<file path="src/rtl/axi_lite_pkg.sv">
// Shared types and helpers for the AXI4-Lite register bank.
package axi_lite_pkg;

  typedef enum logic [1:0] {
    OKAY   = 2'b00,
    SLVERR = 2'b10
  } resp_t;

  typedef enum logic {
    WR_COLLECT,
    WR_RESP
  } wr_state_t;

  typedef enum logic {
    RD_IDLE,
    RD_DATA
  } rd_state_t;

  // Number of byte-offset address bits dropped to form a register index.
  function automatic int idx_shift(input int data_width);
    return $clog2(data_width / 8);
  endfunction

endpackage

</file>
<file path="src/rtl/axi_lite_regbank_if.sv">
// AXI4-Lite bus bundle between interconnect (master) and register bank (slave).
interface axi_lite_regbank_if #(
  parameter int ADDR_WIDTH = 8,
  parameter int DATA_WIDTH = 32
);
  logic [ADDR_WIDTH-1:0]   AWADDR;
  logic                    AWVALID;
  logic                    AWREADY;
  logic [DATA_WIDTH-1:0]   WDATA;
  logic [DATA_WIDTH/8-1:0] WSTRB;
  logic                    WVALID;
  logic                    WREADY;
  logic [1:0]              BRESP;
  logic                    BVALID;
  logic                    BREADY;
  logic [ADDR_WIDTH-1:0]   ARADDR;
  logic                    ARVALID;
  logic                    ARREADY;
  logic [DATA_WIDTH-1:0]   RDATA;
  logic [1:0]              RRESP;
  logic                    RVALID;
  logic                    RREADY;

  modport slave (
    input  AWADDR, AWVALID, WDATA, WSTRB, WVALID, BREADY, ARADDR, ARVALID, RREADY,
    output AWREADY, WREADY, BRESP, BVALID, ARREADY, RDATA, RRESP, RVALID
  );

  modport master (
    output AWADDR, AWVALID, WDATA, WSTRB, WVALID, BREADY, ARADDR, ARVALID, RREADY,
    input  AWREADY, WREADY, BRESP, BVALID, ARREADY, RDATA, RRESP, RVALID
  );
endinterface

</file>
<file path="src/rtl/axi_lite_strb_merge.sv">
// Byte-lane merge of an old register word with new write data under WSTRB.
module axi_lite_strb_merge #(
  parameter int DATA_WIDTH = 32
) (
  input  logic [DATA_WIDTH-1:0]   old_word,
  input  logic [DATA_WIDTH-1:0]   new_word,
  input  logic [DATA_WIDTH/8-1:0] strb,
  output logic [DATA_WIDTH-1:0]   merged
);
  for (genvar b = 0; b < DATA_WIDTH/8; b++) begin : g_byte
    assign merged[8*b +: 8] = strb[b] ? new_word[8*b +: 8] : old_word[8*b +: 8];
  end
endmodule

</file>
<file path="src/rtl/axi_lite_regbank.sv">
// Parametrised AXI4-Lite slave register bank with read-only hardware-fed
// registers, per-register write pulses and SLVERR signalling.
module axi_lite_regbank
  import axi_lite_pkg::*;
#(
  parameter int                  ADDR_WIDTH = 8,
  parameter int                  DATA_WIDTH = 32,
  parameter int                  NUM_REGS   = 16,
  parameter logic [NUM_REGS-1:0] RO_MASK    = '0
) (
  input  logic                                 ACLK,
  input  logic                                 ARESET,
  axi_lite_regbank_if.slave                    bus,
  output logic [NUM_REGS-1:0][DATA_WIDTH-1:0]  reg_out,
  input  logic [NUM_REGS-1:0][DATA_WIDTH-1:0]  hw_in,
  output logic [NUM_REGS-1:0]                  wr_pulse
);
  localparam int SHIFT = idx_shift(DATA_WIDTH);
  localparam int IW    = ADDR_WIDTH - SHIFT;
  localparam int SW    = DATA_WIDTH / 8;

  wr_state_t                           wr_state_q, wr_state_d;
  rd_state_t                           rd_state_q, rd_state_d;
  logic [NUM_REGS-1:0][DATA_WIDTH-1:0] regs_q, regs_d, merged;
  logic [NUM_REGS-1:0]                 wr_sel, wr_pulse_q, wr_pulse_d;
  logic [IW-1:0]                       aw_idx_q, aw_idx_d, ar_idx;
  logic [DATA_WIDTH-1:0]               wdata_q, wdata_d, rdata_q, rdata_d, rd_val;
  logic [SW-1:0]                       wstrb_q, wstrb_d;
  logic                                aw_held_q, aw_held_d, w_held_q, w_held_d;
  logic                                awready_q, awready_d, wready_q, wready_d;
  logic                                bvalid_q, bvalid_d, arready_q, arready_d;
  logic                                rvalid_q, rvalid_d, rd_hit;
  resp_t                               bresp_q, bresp_d, rresp_q, rresp_d;
  logic                                unused_ok;

  // Per-register lane: strobe merge and write-select decode.
  for (genvar i = 0; i < NUM_REGS; i++) begin : g_lane
    axi_lite_strb_merge #(.DATA_WIDTH(DATA_WIDTH)) u_merge (
      .old_word (regs_q[i]),
      .new_word (wdata_q),
      .strb     (wstrb_q),
      .merged   (merged[i])
    );
    assign wr_sel[i] = (32'(aw_idx_q) == i) && !RO_MASK[i];
  end

  always_comb begin
    wr_state_d = wr_state_q;
    aw_held_d  = aw_held_q;
    w_held_d   = w_held_q;
    aw_idx_d   = aw_idx_q;
    wdata_d    = wdata_q;
    wstrb_d    = wstrb_q;
    bvalid_d   = bvalid_q;
    bresp_d    = bresp_q;
    wr_pulse_d = '0;
    regs_d     = regs_q;
    unique case (wr_state_q)
      WR_COLLECT: begin
        if (aw_held_q && w_held_q) begin
          wr_state_d = WR_RESP;
          bvalid_d   = 1'b1;
          if (|wr_sel) begin
            bresp_d    = OKAY;
            wr_pulse_d = wr_sel;
            for (int i = 0; i < NUM_REGS; i++)
              if (wr_sel[i]) regs_d[i] = merged[i];
          end else begin
            bresp_d = SLVERR;
          end
        end else begin
          if (bus.AWVALID && awready_q) begin
            aw_held_d = 1'b1;
            aw_idx_d  = bus.AWADDR[ADDR_WIDTH-1:SHIFT];
          end
          if (bus.WVALID && wready_q) begin
            w_held_d = 1'b1;
            wdata_d  = bus.WDATA;
            wstrb_d  = bus.WSTRB;
          end
        end
      end
      WR_RESP: begin
        if (bus.BREADY) begin
          wr_state_d = WR_COLLECT;
          bvalid_d   = 1'b0;
          aw_held_d  = 1'b0;
          w_held_d   = 1'b0;
        end
      end
    endcase
    // Readies are registered so each one drops on the edge that captures its channel.
    awready_d = (wr_state_d == WR_COLLECT) && !aw_held_d;
    wready_d  = (wr_state_d == WR_COLLECT) && !w_held_d;
  end

  always_comb begin
    ar_idx = bus.ARADDR[ADDR_WIDTH-1:SHIFT];
    rd_hit = 1'b0;
    rd_val = '0;
    for (int i = 0; i < NUM_REGS; i++) begin
      if (32'(ar_idx) == i) begin
        rd_hit = 1'b1;
        rd_val = RO_MASK[i] ? hw_in[i] : regs_q[i];
      end
    end
    rd_state_d = rd_state_q;
    arready_d  = arready_q;
    rvalid_d   = rvalid_q;
    rdata_d    = rdata_q;
    rresp_d    = rresp_q;
    unique case (rd_state_q)
      RD_IDLE: begin
        arready_d = 1'b1;
        if (bus.ARVALID && arready_q) begin
          rd_state_d = RD_DATA;
          arready_d  = 1'b0;
          rvalid_d   = 1'b1;
          rdata_d    = rd_val;
          rresp_d    = rd_hit ? OKAY : SLVERR;
        end
      end
      RD_DATA: begin
        if (bus.RREADY) begin
          rd_state_d = RD_IDLE;
          arready_d  = 1'b1;
          rvalid_d   = 1'b0;
        end
      end
    endcase
  end

  always_ff @(posedge ACLK) begin
    if (ARESET) begin
      wr_state_q <= WR_COLLECT;
      rd_state_q <= RD_IDLE;
      regs_q     <= '0;
      aw_idx_q   <= '0;
      wdata_q    <= '0;
      wstrb_q    <= '0;
      aw_held_q  <= 1'b0;
      w_held_q   <= 1'b0;
      awready_q  <= 1'b0;
      wready_q   <= 1'b0;
      bvalid_q   <= 1'b0;
      bresp_q    <= OKAY;
      wr_pulse_q <= '0;
      arready_q  <= 1'b0;
      rvalid_q   <= 1'b0;
      rdata_q    <= '0;
      rresp_q    <= OKAY;
    end else begin
      wr_state_q <= wr_state_d;
      rd_state_q <= rd_state_d;
      regs_q     <= regs_d;
      aw_idx_q   <= aw_idx_d;
      wdata_q    <= wdata_d;
      wstrb_q    <= wstrb_d;
      aw_held_q  <= aw_held_d;
      w_held_q   <= w_held_d;
      awready_q  <= awready_d;
      wready_q   <= wready_d;
      bvalid_q   <= bvalid_d;
      bresp_q    <= bresp_d;
      wr_pulse_q <= wr_pulse_d;
      arready_q  <= arready_d;
      rvalid_q   <= rvalid_d;
      rdata_q    <= rdata_d;
      rresp_q    <= rresp_d;
    end
  end

  assign bus.AWREADY = awready_q;
  assign bus.WREADY  = wready_q;
  assign bus.BVALID  = bvalid_q;
  assign bus.BRESP   = bresp_q;
  assign bus.ARREADY = arready_q;
  assign bus.RVALID  = rvalid_q;
  assign bus.RDATA   = rdata_q;
  assign bus.RRESP   = rresp_q;
  assign reg_out     = regs_q;
  assign wr_pulse    = wr_pulse_q;

  // Byte-offset bits are ignored; hw_in slices of writable registers are never read.
  assign unused_ok = ^{bus.AWADDR[SHIFT-1:0], bus.ARADDR[SHIFT-1:0], hw_in};
endmodule

</file>
<file path="src/flat_wrapper.sv">
// flat-port wrapper written by rule: the top's interface ports become plain ports
module axi_lite_regbank_flat import axi_lite_pkg::*;
#(
  parameter int                  ADDR_WIDTH = 8,
  parameter int                  DATA_WIDTH = 32,
  parameter int                  NUM_REGS   = 16,
  parameter logic [NUM_REGS-1:0] RO_MASK    = '0
)
  (ACLK, ARESET, reg_out, hw_in, wr_pulse, bus_AWADDR, bus_AWVALID, bus_WDATA, bus_WSTRB, bus_WVALID, bus_BREADY, bus_ARADDR, bus_ARVALID, bus_RREADY, bus_AWREADY, bus_WREADY, bus_BRESP, bus_BVALID, bus_ARREADY, bus_RDATA, bus_RRESP, bus_RVALID);
  axi_lite_regbank_if #(.ADDR_WIDTH(ADDR_WIDTH), .DATA_WIDTH(DATA_WIDTH)) bus_i ();
  input  logic ACLK;
  input  logic ARESET;
  output logic [NUM_REGS-1:0][DATA_WIDTH-1:0] reg_out;
  input  logic [NUM_REGS-1:0][DATA_WIDTH-1:0] hw_in;
  output logic [NUM_REGS-1:0] wr_pulse;
  input wire logic [$bits(bus_i.AWADDR)-1:0] bus_AWADDR;
  input wire logic [$bits(bus_i.AWVALID)-1:0] bus_AWVALID;
  input wire logic [$bits(bus_i.WDATA)-1:0] bus_WDATA;
  input wire logic [$bits(bus_i.WSTRB)-1:0] bus_WSTRB;
  input wire logic [$bits(bus_i.WVALID)-1:0] bus_WVALID;
  input wire logic [$bits(bus_i.BREADY)-1:0] bus_BREADY;
  input wire logic [$bits(bus_i.ARADDR)-1:0] bus_ARADDR;
  input wire logic [$bits(bus_i.ARVALID)-1:0] bus_ARVALID;
  input wire logic [$bits(bus_i.RREADY)-1:0] bus_RREADY;
  output wire logic [$bits(bus_i.AWREADY)-1:0] bus_AWREADY;
  output wire logic [$bits(bus_i.WREADY)-1:0] bus_WREADY;
  output wire logic [$bits(bus_i.BRESP)-1:0] bus_BRESP;
  output wire logic [$bits(bus_i.BVALID)-1:0] bus_BVALID;
  output wire logic [$bits(bus_i.ARREADY)-1:0] bus_ARREADY;
  output wire logic [$bits(bus_i.RDATA)-1:0] bus_RDATA;
  output wire logic [$bits(bus_i.RRESP)-1:0] bus_RRESP;
  output wire logic [$bits(bus_i.RVALID)-1:0] bus_RVALID;
  assign bus_i.AWADDR = bus_AWADDR;
  assign bus_i.AWVALID = bus_AWVALID;
  assign bus_i.WDATA = bus_WDATA;
  assign bus_i.WSTRB = bus_WSTRB;
  assign bus_i.WVALID = bus_WVALID;
  assign bus_i.BREADY = bus_BREADY;
  assign bus_i.ARADDR = bus_ARADDR;
  assign bus_i.ARVALID = bus_ARVALID;
  assign bus_i.RREADY = bus_RREADY;
  assign bus_AWREADY = bus_i.AWREADY;
  assign bus_WREADY = bus_i.WREADY;
  assign bus_BRESP = bus_i.BRESP;
  assign bus_BVALID = bus_i.BVALID;
  assign bus_ARREADY = bus_i.ARREADY;
  assign bus_RDATA = bus_i.RDATA;
  assign bus_RRESP = bus_i.RRESP;
  assign bus_RVALID = bus_i.RVALID;
  axi_lite_regbank #(.ADDR_WIDTH(ADDR_WIDTH), .DATA_WIDTH(DATA_WIDTH), .NUM_REGS(NUM_REGS), .RO_MASK(RO_MASK)) u_core (.ACLK(ACLK), .ARESET(ARESET), .bus(bus_i), .reg_out(reg_out), .hw_in(hw_in), .wr_pulse(wr_pulse));
endmodule
</file>
<file path="config.mk">
export PLATFORM = sky130hd
export DESIGN_NAME = axi_lite_regbank_flat
export DESIGN_NICKNAME = d
export VERILOG_FILES = /design/src/rtl/axi_lite_pkg.sv /design/src/rtl/axi_lite_regbank_if.sv /design/src/rtl/axi_lite_strb_merge.sv /design/src/rtl/axi_lite_regbank.sv /design/src/flat_wrapper.sv
export SDC_FILE = /design/constraint.sdc
export NUM_CORES = 1
export LEC_CHECK = 0
export CORE_AREA = 2 2 442 444
export CTS_BUF_LIST = sky130_fd_sc_hd__clkbuf_4 sky130_fd_sc_hd__clkbuf_8
export CTS_CLUSTER_DIAMETER = 30
export DETAILED_ROUTE_END_ITERATION = 10
export DIE_AREA = 0 0 444 446
export PLACE_DENSITY = 0.3
export SETUP_SLACK_MARGIN = 0.02
export SYNTH_ARGS = -nofsm -noshare
export SYNTH_HDL_FRONTEND = slang
export SYNTH_SLANG_ARGS = --single-unit
export TNS_END_PERCENT = 100
</file>
<file path="constraint.sdc">
create_clock -name ACLK -period 2 [get_ports ACLK]
set_input_delay 0.4 -clock ACLK [delete_from_list [all_inputs] [get_ports ACLK]]
set_output_delay 0.4 -clock ACLK [all_outputs]
set_load 0.01 [all_outputs]
</file>
==> flow_summary.toml, run 1 <==
[floorplanning]
die_area_um2 = 198000
coreArea_um2 = 194000
ios = 1140
placementRows = 162
fp.dieH_um = 446
chipWidth_um = 444
start_util = 0.134

[timing]
min_period_ns = 1.93
whs_ns = 0.0928
finalSetupViolations = 0
hold_viol_final = 0
fin_crit_sh = 0.967
max-slew-margin-rel = 0.479
tns_ns = 0
maxSlewViolCount = 0
rsz0062_at_grt = "yes"
worstMarginPinSlew_ns = 0.781
clock_skew_ns = 0.0574
fmax_mhz = 517
final.setup.worst_slack_ns = 0.0669

[setup_path]
path_cells = "clkdlybuf4s50_1 -> nand2b_1 -> buf_12 -> buf_12 -> nor2_2 -> buf_12 -> buf_12 -> a221oi_1 -> nand4_1 -> a221oi_1 -> o22ai_1"
rr_worst_depth = 8
critical_path_class = "primary input to flip-flop"
reg2reg_slack_ns = 0.10
cp.arrival_ns = 2.79
path_common_cell = "buf_12"
critPathCaptureType = "flip-flop"
cp-start-kind = "primary input"
cp_max_fo = 6
cpPeakStageDelay_ns = 0.64
worstPathRequired_ns = 2.86
critPathSlowestCell = "clkdlybuf4s50_1"

[pwr]
vdd_ir_drop_max_mv = 0.591
leakagePower_nw = 18.7
power.density_nw_per_um2 = 787

[clocking]
clk_path_buf_depth = 3
cts_sinks = 613
clockRootBuffer = "clkbuf_8"
cts_made_buffers = 216
cts_tree = "yes"
clk_latency_ns = 0.99
htree_levels = 4
cts.reportedPaths.clkPinSlew_ns = 0.05

[synth]
avgSynthCellArea_um2 = 7.70
synth_area_um2 = 25900
ys_seq_elements = 613
synth-seq-area-share = 0.474
synth_warnings = 0
netlist_instances = 3363
ys.flop_type = "dfxtp_1"
ys_types = 68
async_flop_share = 0
synth_edf_count = 0

[route]
post_drt_wl_per_cell_um = 29.8
dr.pass1.iters = 6
ant_nets = 0
routed_wl_mm = 222
drc = 0
avgViaCountPerCell = 4.43
num_vias = 33000
drt-initial-drc-count = 2813

[final_layout]
layout-drive-gt1-share = 0.498
nFillCells = 21300
fin_nets = 5283
area_delta_synth_final_pct = 83.4

[placement]
dpl_worst_slack_ns = -1.06
place_hpwl_mm = 176
port_buffers = 621
gp_congestion = 0.909

[grt]
first_global_vias = 32800
grt_max_degree = 126
antenna_found_initial = 5
grt.total_usage = 0.216
grt_pass1_wl_mm = 293
grt.overflow.total = 0

[job]
cap_violations = 0

[worst_hold_path]
holdPathStages = 3
hold_class = "primary input to flip-flop"

[status]
outcome = "finished, final reports clean"
worst max-delay path: cells and delay by family:
kind | cells | cell delay (ns)
and+or+nand+nor | 3 | 0.43
AOI/OAI and AO/OA | 3 | 0.78
buffers and inverters | 5 | 1.17
synth_stat cells (all sizes together), types with 8 or more instances:
library cell	n	area, um2
a222oi	21	210
a211oi	9	67.6
o22ai	28	175
clkbuf	250	940
a221oi	42	374
dfxtp	613	12300
o21ai	558	2790
nor3	40	241
a22oi	88	661
nand3	25	125
nor4	11	75.1
mux2i	8	80.1
o221ai	19	166
a21oi	607	3040
o31ai	13	113
buf	76	465
nand2	684	2580
nand4	24	150
o211ai	8	60.1
nor2	160	677
registers in the layout (all words and copies together) (netlist names):
signal              flops
u_core.bus.WREADY       1
u_core.bus.ARREADY      1
u_core.wstrb_q          4
u_core.wr_pulse        16
u_core.aw_held_q        1
u_core.bus.RRESP        1
u_core.w_held_q         1
u_core.wr_state_q       1
u_core.wdata_q         32
u_core.bus.RDATA       32
u_core.rd_state_q       1
u_core.aw_idx_q         6
u_core.bus.RVALID       1
u_core.bus.BRESP        1
u_core.reg_out        512
u_core.bus.AWREADY      1
u_core.bus.BVALID       1
through the flow:
stage | utilization | cells | area (um2) | power (mW)
final | 0.245 | 7443 | 47500 | 37.4
after global routing | 0.245 | 7436 | 47500 | 38.7
after CTS | 0.243 | 7431 | 47000 | 37.8
after detailed placement | 0.201 | 6721 | 38900 | 14.6
after global placement | 0.201 | 6721 | 38900 | 14.6
after floorplan | - | 3364 | 25900 | 13.4
kinds of logic (layout without fill, tap and decap cells):
group | after synthesis | in the layout | share of synthesized area
compound gates | 1420 | 1420 | 0.304
simple gates | 988 | 988 | 0.163
flops | 613 | 613 | 0.474
buf+inv | 330 | 1857 | 0.0548
mux | 8 | 8 | 0.00309
xor+xnor | 3 | 3 | 0.00101
other cells | 1 | 12 | 0.000145
layout by cell type (no fill, tap or decap), drive strengths merged, types with 4 or more instances in the layout:
cell type / n
nor4b: 5
mux2i: 8
bufinv: 15
clkdlybuf4s15: 4
dfxtp: 613
a221oi: 42
nand3: 25
a21oi: 607
o221ai: 19
nand2: 684
o21ai: 558
o22ai: 28
a211o: 4
or3: 4
a211oi: 9
and3: 5
o211ai: 8
clkbuf: 333
diode: 10
or4: 4
inv: 13
buf: 1355
nand4: 24
clkinv: 42
nor3: 40
clkdlybuf4s50: 53
a22oi: 88
nor2: 160
nor2b: 6
a222oi: 21
dlygate4sd3: 41
nand2b: 5
a31oi: 6
nor4: 11
o31ai: 13
area by class of cell:
cell class / count / area, um2 / area share
Clock buffer: 330 / 4220 / 0.0888
Timing Repair Buffer: 1456 / 12500 / 0.264
Multi-Input combinational cell: 2421 / 12600 / 0.266
Antenna cell: 10 / 25.0 / 0.000527
Sequential cell: 613 / 14000 / 0.296
Tap cell: 2542 / 3180 / 0.0670
Clock inverter: 67 / 847 / 0.0178
Inverter: 4 / 15.0 / 0.000316
power by group:
part | internal, mW | switching, mW
combinational | 0.713 | 1.32
sequential | 11.8 | 0.0781
clock | 15.3 | 8.20
repair_timing:
action                                  in CTS  in global routing
buffers inserted                           274                  1
endpoints found under the setup margin     651                306
endpoints found under the hold margin       60                  0
pin swaps                                    0                  4
hold buffers                                41                  0
gates cloned                                 0                  3
gates resized for setup                   3735                190
path summary, 6_finish.rpt:
path                        from                  end
max                bus_ARADDR[5]  u_core.bus.RDATA[0]
min                bus_AWADDR[7]   u_core.aw_idx_q[5]
max reg2reg    u_core.wr_state_q  u_core.reg_out[337]
min reg2reg  u_core.bus.BRESP[1]  u_core.bus.BRESP[1]
per-layer routing:
metal	up-vias	wire, um	share of wire	GRT usage
li1	14800	-	-	-
met1	16400	83800	0.38	0.239
met2	1392	111000	0.50	0.380
met3	338	17400	0.078	0.0665
met4	0	10100	0.046	0.0907
met5	-	0	0	0
Note: power is estimated with default switching activity, not from simulation.
==> inputs of run 2 (changes only) <==
--- a/config.mk
+++ b/config.mk
@@ -7,7 +7,7 @@
 export LEC_CHECK = 0
 export CORE_AREA = 2 2 442 444
 export CTS_BUF_LIST = sky130_fd_sc_hd__clkbuf_4 sky130_fd_sc_hd__clkbuf_8
-export CTS_CLUSTER_DIAMETER = 30
+export CTS_CLUSTER_DIAMETER = 150
 export DETAILED_ROUTE_END_ITERATION = 10
 export DIE_AREA = 0 0 444 446
 export PLACE_DENSITY = 0.3
==> flow_summary.toml, run 2 (synthesis results as in run 1) <==
[route]
routed_wl_mm = 220
drt-initial-drc-count = 2785
post_drt_wl_per_cell_um = 30.9
drc = 0
num_vias = 32000
avgViaCountPerCell = 4.49
ant_nets = 0
dr.pass1.iters = 6

[placement]
dp_cells = 6721
dpl_worst_slack_ns = -1.06
gp_congestion = 0.909
place_hpwl_mm = 176
postPlaceCellArea_um2 = 38900
port_buffers = 621

[grt]
antenna_found_initial = 13
grt.total_usage = 0.214
grt_pass1_wl_mm = 289
grt_max_degree = 126
first_global_vias = 31300
grt.overflow.total = 0

[setup_path]
timing.rr.end = "u_core.reg_out[112]"
worstPathRequired_ns = 2.75
reg2reg_from = "u_core.wr_state_q"
critPathSlowestCell = "clkdlybuf4s50_1"
critical_path_class = "primary input to flip-flop"
crit_family = "buffers and inverters"
cp_max_fo = 10
crit_buf_inv = 3
cp-start-kind = "primary input"
cpPeakStageDelay_ns = 0.50
path_cells = "clkdlybuf4s50_1 -> buf_4 -> nor2b_2 -> nand2_1 -> buf_12 -> o21ai_0 -> a21oi_1 -> a221oi_1 -> o22ai_1"
cp.arrival_ns = 2.75
crit_end = "u_core.bus.RDATA[0]"
cp.depth = 9
critPathCaptureType = "flip-flop"
cp-startpoint = "bus_ARADDR[4]"
reg2reg_slack_ns = 0.10
rr_worst_depth = 8

[timing]
hold_viol_final = 0
fin_crit_sh = 0.998
min_period_ns = 2.00
max-slew-margin-rel = 0.493
clock_skew_ns = 0.0465
worstMarginPinSlew_ns = 0.760
rsz0062_at_grt = "yes"
finalSetupViolations = 0
final.setup.worst_slack_ns = 0.00361
maxSlewViolCount = 0
fmax_mhz = 501

[clocking]
cts.reportedPaths.clkPinSlew_ns = 0.06
cts_sinks = 613
cts_tree = "yes"
clockRootBuffer = "clkbuf_8"
clk_latency_ns = 0.88
cts_made_buffers = 131
clk_path_buf_depth = 3
htree_levels = 4

[final_layout]
fin_util = 0.229
mostFrequentLayoutCells = "nand2_1 (664), buf_4 (649), a21oi_1 (579)"
largest_reg_flops = 512
layout_commonest_cell = "nand2_1"
area_delta_synth_final_pct = 71.3
fin_nets = 5064
finish.instance_area_um2 = 44300
fin_cells = 7133
layout-drive-gt1-share = 0.457

[pwr]
total_power_mw = 28.9
leakagePower_nw = 16.2
vdd_ir_drop_max_mv = 0.630
power.density_nw_per_um2 = 652

[floorplanning]
placementRows = 162
start_util = 0.134
coreArea_um2 = 194000
ios = 1140
chipWidth_um = 444
fp.dieH_um = 446
die_area_um2 = 198000

[status]
outcome = "finished, final reports clean"

[worst_hold_path]
hold_class = "primary input to flip-flop"

[job]
cap_violations = 0
-- run 2: cell types whose count changed in the layout (fill, tap and decap cells not counted), moves of 90 or more --
cell | previous run | this run
buf_6 | 228 | 49
buf_2 | 289 | 191
dfxtp_4 | 434 | 316
clkdlybuf4s15_2 | 4 | 234
clkbuf_8 | 278 | 159
o21ai_0 | 480 | 390
-- run 2: worst min path at each step --
stage                                     to          startpoint  cells past startpoint  slack, ns
after floorplan            u_core.bus.RVALID   u_core.rd_state_q                      1       0.44
after global placement    u_core.wdata_q[15]  u_core.wdata_q[15]                      2       0.45
after detailed placement  u_core.wdata_q[31]  u_core.wdata_q[31]                      2       0.45
after CTS                 u_core.wdata_q[22]       bus_WDATA[22]                      3      0.001
after global routing       u_core.wstrb_q[0]        bus_WSTRB[0]                      3       0.05
final                     u_core.wdata_q[22]       bus_WDATA[22]                      3        0.1
-- run 2: through the flow --
stage | setup TNS, ns | hold WS, ns
2_1_floorplan | -0.0330 | 0.442
3_3_place_gp | -27.37 | 0.450
3_5_place_dp | -26.96 | 0.450
4_1_cts | 0 | 0.00137
5_1_grt | -0.545 | 0.0493
6_report | 0 | 0.0968
-- run 2: area by class of cell --
| type | instances | area (um2) |
|---|---|---|
| flip-flops and latches | 613 | 13700 |
| repair buffers | 1322 | 11900 |
| diodes | 5 | 12.5 |
| multi-input cells | 2421 | 12800 |
| inverters | 4 | 15.0 |
| clock inverters | 22 | 225 |
| clock buffers | 204 | 2530 |
| fillers | 21500 | 149000 |
| well taps | 2542 | 3180 |
-- run 2: worst min-delay path, stage by stage --
cell and delay, ns:
clkdlybuf4s50_1 0.40, nand2_1 0.06, a21oi_1 0.05
-- run 2: layer usage --
metal | track usage | vias up | part of all wire
met5 | 0 | - | 0.000032
met4 | 0.0756 | 2 | 0.040
met3 | 0.0581 | 276 | 0.070
met2 | 0.381 | 1282 | 0.50
met1 | 0.243 | 16200 | 0.39
li1 | - | 14300 | -
-- run 2: report_power, final --
| part | internal, mW | switching [mW] |
|---|---|---|
| clock | 8.31 | 6.63 |
| combinational | 0.690 | 1.32 |
| sequential | 11.9 | 0.0787 |
| total | 20.9 | 8.03 |
-- run 2: what timing repair did --
item / in CTS / in global routing
buffers inserted: 158 / 4
endpoints found under the hold margin: 27 / 0
gates cloned: 0 / 4
pin swaps: 0 / 15
endpoints found under the setup margin: 722 / 322
gates resized for setup: 2938 / 335
hold buffers: 16 / 0
